[src/rtl/deadline_trap_ctrl.sv]
// Purpose : responder side of the instruction-deadline timer. Arms the timer, turns its
//           timeout (or a pending external interrupt) into a precise trap, saves the
//           interrupted PC, redirects fetch to the handler and back on eret.
// Latency : arm -> start_time 1 cycle; timeout/ext_pend -> redirect+dl_stop 1 cycle;
//           eret -> return redirect 1 cycle. All outputs are registered.
// Backpressure: none; pulses are single-cycle. Events arriving in the handler are
//           ignored, except ext_irq, which is remembered in a sticky pending flag.
//
// Ports:
//   cpu_clk, reset        clock and synchronous active-high reset
//   arm                   start/restart the deadline window (pulse)
//   timeout               deadline timer reached its threshold (level)
//   ext_irq, irq_en       external interrupt request and its enable
//   pc                    PC of the oldest not-yet-retired instruction
//   eret, eret_rearm      return from handler, optionally restarting the deadline
//   start_time, dl_stop   timer start / stop pulses
//   redirect, redirect_pc pipeline flush and new fetch address
//   epc, cause            saved return PC and trap cause (0 none, 1 deadline, 2 external)
//   in_handler            high while the handler runs

module deadline_trap_ctrl #(
    parameter int unsigned          PC_W         = 32,
    parameter logic [PC_W-1:0]      HANDLER_ADDR = 32'h0000_0080
) (
    input  logic            cpu_clk,
    input  logic            reset,
    input  logic            arm,
    input  logic            timeout,
    input  logic            ext_irq,
    input  logic            irq_en,
    input  logic [PC_W-1:0] pc,
    input  logic            eret,
    input  logic            eret_rearm,
    output logic            start_time,
    output logic            dl_stop,
    output logic            redirect,
    output logic [PC_W-1:0] redirect_pc,
    output logic [PC_W-1:0] epc,
    output logic [1:0]      cause,
    output logic            in_handler
);

    typedef enum logic [2:0] {
        IDLE    = 3'd0,
        START   = 3'd1,
        ARMED   = 3'd2,
        TRAP    = 3'd3,
        HANDLER = 3'd4,
        RETURN  = 3'd5
    } state_t;

    localparam logic [1:0] CAUSE_NONE     = 2'd0;
    localparam logic [1:0] CAUSE_DEADLINE = 2'd1;
    localparam logic [1:0] CAUSE_EXT      = 2'd2;

    state_t          state_q, state_d;
    logic [1:0]      trap_cause_d;
    logic            take_ext_d;

    logic            ext_pend_q;
    logic            rearm_q;
    logic            start_time_q;
    logic            dl_stop_q;
    logic            redirect_q;
    logic [PC_W-1:0] redirect_pc_q;
    logic [PC_W-1:0] epc_q;
    logic [1:0]      cause_q;
    logic            in_handler_q;

    // Next-state decision. trap_cause_d is only meaningful when state_d is TRAP;
    // take_ext_d marks that the pending external request is consumed by this trap.
    always_comb begin
        state_d      = state_q;
        trap_cause_d = CAUSE_NONE;
        take_ext_d   = 1'b0;
        case (state_q)
            IDLE: begin
                if (ext_pend_q) begin
                    state_d      = TRAP;
                    trap_cause_d = CAUSE_EXT;
                    take_ext_d   = 1'b1;
                end else if (arm) begin
                    state_d = START;
                end
            end
            START: state_d = ARMED;
            ARMED: begin
                // A fresh arm restarts the window and masks a coincident timeout;
                // the deadline outranks the external request, which stays pending.
                if (arm) begin
                    state_d = START;
                end else if (timeout) begin
                    state_d      = TRAP;
                    trap_cause_d = CAUSE_DEADLINE;
                end else if (ext_pend_q) begin
                    state_d      = TRAP;
                    trap_cause_d = CAUSE_EXT;
                    take_ext_d   = 1'b1;
                end
            end
            TRAP: state_d = HANDLER;
            HANDLER: begin
                if (eret) begin
                    state_d = RETURN;
                end
            end
            RETURN: begin
                if (rearm_q) begin
                    state_d = START;
                end else if (ext_pend_q) begin
                    state_d      = TRAP;
                    trap_cause_d = CAUSE_EXT;
                    take_ext_d   = 1'b1;
                end else begin
                    state_d = IDLE;
                end
            end
            default: state_d = IDLE;
        endcase
    end

    // Outputs are registered from the next state so they line up with the state
    // they describe, without any input-to-output combinational path.
    always_ff @(posedge cpu_clk) begin
        if (reset) begin
            state_q       <= IDLE;
            ext_pend_q    <= 1'b0;
            rearm_q       <= 1'b0;
            start_time_q  <= 1'b0;
            dl_stop_q     <= 1'b0;
            redirect_q    <= 1'b0;
            redirect_pc_q <= '0;
            epc_q         <= '0;
            cause_q       <= CAUSE_NONE;
            in_handler_q  <= 1'b0;
        end else begin
            state_q <= state_d;

            // A new request in the same cycle as the trap that consumes the old
            // one is kept, so it is not lost.
            ext_pend_q <= (ext_pend_q && !take_ext_d) || (ext_irq && irq_en);

            if (state_q == HANDLER && eret) begin
                rearm_q <= eret_rearm;
            end

            start_time_q <= (state_d == START);
            dl_stop_q    <= (state_d == TRAP);
            redirect_q   <= (state_d == TRAP) || (state_d == RETURN);
            in_handler_q <= (state_d == HANDLER);

            case (state_d)
                TRAP:    redirect_pc_q <= HANDLER_ADDR;
                RETURN:  redirect_pc_q <= epc_q;
                default: redirect_pc_q <= '0;
            endcase

            if (state_d == TRAP) begin
                epc_q   <= pc;
                cause_q <= trap_cause_d;
            end else if (state_d == RETURN) begin
                cause_q <= CAUSE_NONE;
            end
        end
    end

    assign start_time  = start_time_q;
    assign dl_stop     = dl_stop_q;
    assign redirect    = redirect_q;
    assign redirect_pc = redirect_pc_q;
    assign epc         = epc_q;
    assign cause       = cause_q;
    assign in_handler  = in_handler_q;

endmodule

[config.mk]
export PLATFORM = sky130hd
export DESIGN_NAME = deadline_trap_ctrl
export DESIGN_NICKNAME = d
export VERILOG_FILES = /design/src/rtl/deadline_trap_ctrl.sv
export SDC_FILE = /design/constraint.sdc
export NUM_CORES = 1
export LEC_CHECK = 0
export ABC_AREA = 1
export CAP_MARGIN = 20
export CELL_PAD_IN_SITES_DETAIL_PLACEMENT = 1
export CELL_PAD_IN_SITES_GLOBAL_PLACEMENT = 1
export CORE_MARGIN = 5
export CORE_UTILIZATION = 39
export CTS_CLUSTER_SIZE = 12
export DETAILED_ROUTE_END_ITERATION = 7
export DONT_BUFFER_PORTS = 1
export GPL_ROUTABILITY_DRIVEN = 0
export PLACE_DENSITY_LB_ADDON = 0.1
export RECOVER_POWER = 25
export SLEW_MARGIN = 10
export SYNTH_ARGS = -nofsm -noshare
export SYNTH_HDL_FRONTEND = slang
export SYNTH_SLANG_ARGS = --single-unit
export TNS_END_PERCENT = 1
[constraint.sdc]
create_clock -name cpu_clk -period 1.45 [get_ports cpu_clk]
set_input_delay 0.29 -clock cpu_clk [delete_from_list [all_inputs] [get_ports cpu_clk]]
set_output_delay 0.29 -clock cpu_clk [all_outputs]
set_load 0.02 [all_outputs]
==> impl_metrics.py <==
metrics = {
    "synthesis": {
        "synth_area_leader_cell": "sky130_fd_sc_hd__dfxtp_1",
        "synth_sequential_area_ratio_pct": 60.03,
        "synth.area.top_cells": "sky130_fd_sc_hd__dfxtp_1, sky130_fd_sc_hd__nor2_1, sky130_fd_sc_hd__a21oi_2, sky130_fd_sc_hd__nand2_1, sky130_fd_sc_hd__a21oi_1",
        "synth-warning-count": 0,
        "synth-main-ff-cell": "sky130_fd_sc_hd__dfxtp_1",
        "ys_seq_elements": 75,
        "syn_avg_cell_area_um2": 9.128,
        "ys_async_sr_fraction_pct": 0,
        "synth_top_cell_area_share_pct": 60.03,
        "synthCells": 274,
        "synth_area_um2": 2501,
        "synth.net_count": 314,
        "most_frequent_cell_after_synthesis": "sky130_fd_sc_hd__dfxtp_1",
        "ys_top_cells_by_count": "sky130_fd_sc_hd__dfxtp_1, sky130_fd_sc_hd__nor2_1, sky130_fd_sc_hd__nand2_1, sky130_fd_sc_hd__a21oi_2, sky130_fd_sc_hd__inv_1",
        "synth-edff-count": 0,
        "netlist-cell-type-count": 22,
    },
    "final_layout": {
        "flow.area_growth_from_synthesis_pct": 19.16,
        "finalCoreUtilization_pct": 47.48,
        "post_route_cells_drive_above_1_share_pct": 27.46,
        "n_antenna_cell": 0,
        "post-route-cell-area_um2": 2980,
        "number_of_nets_at_the_end_of_the_flow": 332,
    },
    "die": {
        "io_pins": 110,
        "placeable_core_region_um2": 6277,
        "die_h_um": 90.08,
        "initial_utilization_pct": 39.84,
        "design.die.area_um2": 8114,
        "die_w_um": 90.08,
        "fp-row-count": 29,
    },
    "sta": {
        "final_setup_viols": 0,
        "tns_ps": 0,
        "timing.final.crit_share_pct": 97.21,
        "worst_clock_skew_ps": 4.250,
        "worst_slew_pin_slew_ps": 273.0,
        "timing.fmax_ghz": 0.7095,
        "post-route-min-period_ps": 1409,
        "maxSlewHeadroom_pct": 81.77,
        "final_max_slew_viol_count": 0,
        "grt_setup_unrepaired": "yes",
        "number_of_hold_violations_in_the_final_report": 0,
    },
    "route": {
        "detail_route.drc_violations": 0,
        "route.antenna.remaining_nets": 0,
        "num_vias": 1832,
        "drt_wl_total_um": 6578,
        "detailedRoute.firstPassIterationCount": 4,
        "initialDrtViolationCount": 51,
        "drt-vias-per-instance": 4.925,
        "wl_per_cell_um": 17.68,
    },
    "hold_path": {
        "hold_class": "in -> reg",
        "min_path_cells": 1,
        "min_from": "reset",
    },
    "pwr": {
        "p_switching_uw": 1371,
        "fin_total_pwr_uw": 4465,
        "ir_worst_vdd_mv": 0.6606,
        "p_seq_share_pct": 57.5,
        "power.combinational.fraction_pct": 13.3,
        "switching_share_pct": 30.70,
        "power_frac_clock_pct": 29.1,
        "power.leakage_uw": 0.001187,
        "power_density_over_the_cells_nw_per_um2": 1498,
        "cell_internal_pwr_uw": 3094,
    },
    "worst_setup_path": {
        "r2r_cells": 10,
        "crit_type": "reg -> reg",
        "startpoint_type": "flip-flop",
        "worst-path-max-fanout": 7,
        "timing.rr.start": "state_q[0]",
        "critical_path_required_ps": 1710,
        "cp-end-kind": "flip-flop",
        "worst_ep_arrival_time_ps": 1670,
        "critPathLaunch": "state_q[0]",
    },
    "global_routing": {
        "grt_use_total_pct": 15.34,
        "grt_start_max_net_pins": 21,
        "first_global_vias": 1892,
        "grt_overflow": 0,
        "grt_antenna_before_repair": 0,
        "grt_first_pass_wirelength_um": 9998,
    },
    "cts": {
        "cts-root-buf": "sky130_fd_sc_hd__clkbuf_8",
        "tritoncts_num_sinks": 75,
        "number_of_cts_inserted_buffers": 9,
        "htree_levels": 3,
        "clockBufferDepth": 2,
        "clk_pin_slew_worst_paths_ps": 70,
        "cts_tree": "built",
        "clk-insertion-delay-late_ps": 330,
    },
    "status": {
        "run_status": "complete, no violations",
    },
    "placement": {
        "post_dp_cell_area_um2": 2658,
        "detailed_place_hpwl_um": 4458,
        "placement.io_buffers": 0,
    },
    "run": {
        "drv_cap": 0,
    },
}
-- critical path, stage by stage (launching register included) --
cell and delay [ps]:
sky130_fd_sc_hd__dfxtp_4 380, sky130_fd_sc_hd__nor2_4 140, sky130_fd_sc_hd__nand3_2 90, sky130_fd_sc_hd__nand2_2 100, sky130_fd_sc_hd__inv_2 50, sky130_fd_sc_hd__nand2_4 70
sky130_fd_sc_hd__nand2_4 70, sky130_fd_sc_hd__inv_4 80, sky130_fd_sc_hd__nand2_8 90, sky130_fd_sc_hd__clkbuf_16 180, sky130_fd_sc_hd__a21oi_2 110
-- layer usage --
layer	global-route usage (%)	vias up	share of wire, %
met5	0	-	0
met4	5.583	0	1.2
met3	6.761	7	8.4
met2	24.76	61	48
met1	17.97	865	42
li1	-	899	-
-- cells by family (layout without fill, tap and decap cells) --
family	count (synthesis)	in the layout	share of synthesized area (%)
AO/OA/AOI/OAI	41	41	12.51
flip-flops	75	75	60.03
buffers and inverters	25	46	4.802
AND/OR/NAND/NOR	133	133	22.66
-- path summary, 6_finish.rpt --
| path | slack [ps] | end |
|---|---|---|
| max | 40 | epc[17] |
| min reg2reg | 480 | rearm_q |
| min | 20 | ext_pend_q |
| max reg2reg | 40 | epc[17] |
-- registers in the layout (all words and copies together) (netlist names) --
name / count
cause: 2
dl_stop: 1
epc: 32
ext_pend_q: 1
in_handler: 1
rearm_q: 1
redirect: 1
redirect_pc: 32
start_time: 1
state_q: 3
-- stage by stage --
step | std cells | setup WS, ps | hold WS (ps)
final | 372 | 40.52 | 19.49
after global routing | 372 | -70.04 | 0.2879
after CTS | 366 | 10.94 | 0.7434
after detailed placement | 351 | -28.89 | 365.2
after global placement | 351 | -24.43 | 363.0
after floorplan | 274 | 125.4 | 430.5
-- power by group through the flow --
stage	sequential (µW)	combinational [µW]	clock, µW
after detailed placement	2620	514	0
after global routing	2590	661	1450
after global placement	2620	504	0
after CTS	2570	520	1360
final	2570	596	1300
after floorplan	2570	398	0
-- area by class of cell --
cell class                      count  area (µm²)
Sequential cell                    75        1511
Timing Repair Buffer               20       249.0
Inverter                           12       47.55
Fill cell                         764        3297
Clock inverter                      3       17.52
Clock buffer                       11       131.4
Tap cell                           77       96.34
Multi-Input combinational cell    174       927.1
-- cell usage in the layout, fill, tap and decap left out, drive strengths merged, types with 4 or more instances in the layout --
cell,n
dfxtp,75
nor2,74
nand2,50
a21oi,36
buf,15
clkbuf,14
inv,12
nand3,6
o21ai,4
-- timing repair --
item | 4_1_cts | 5_1_grt
pin swaps | 0 | 7
hold buffers | 1 | 1
gates cloned | 0 | 4
gates resized for setup | 3 | 16
endpoints found under the hold margin | 1 | 1
endpoints found under the setup margin | 21 | 36
buffers inserted | 0 | 1
Note: power is estimated with default switching activity, not from simulation.
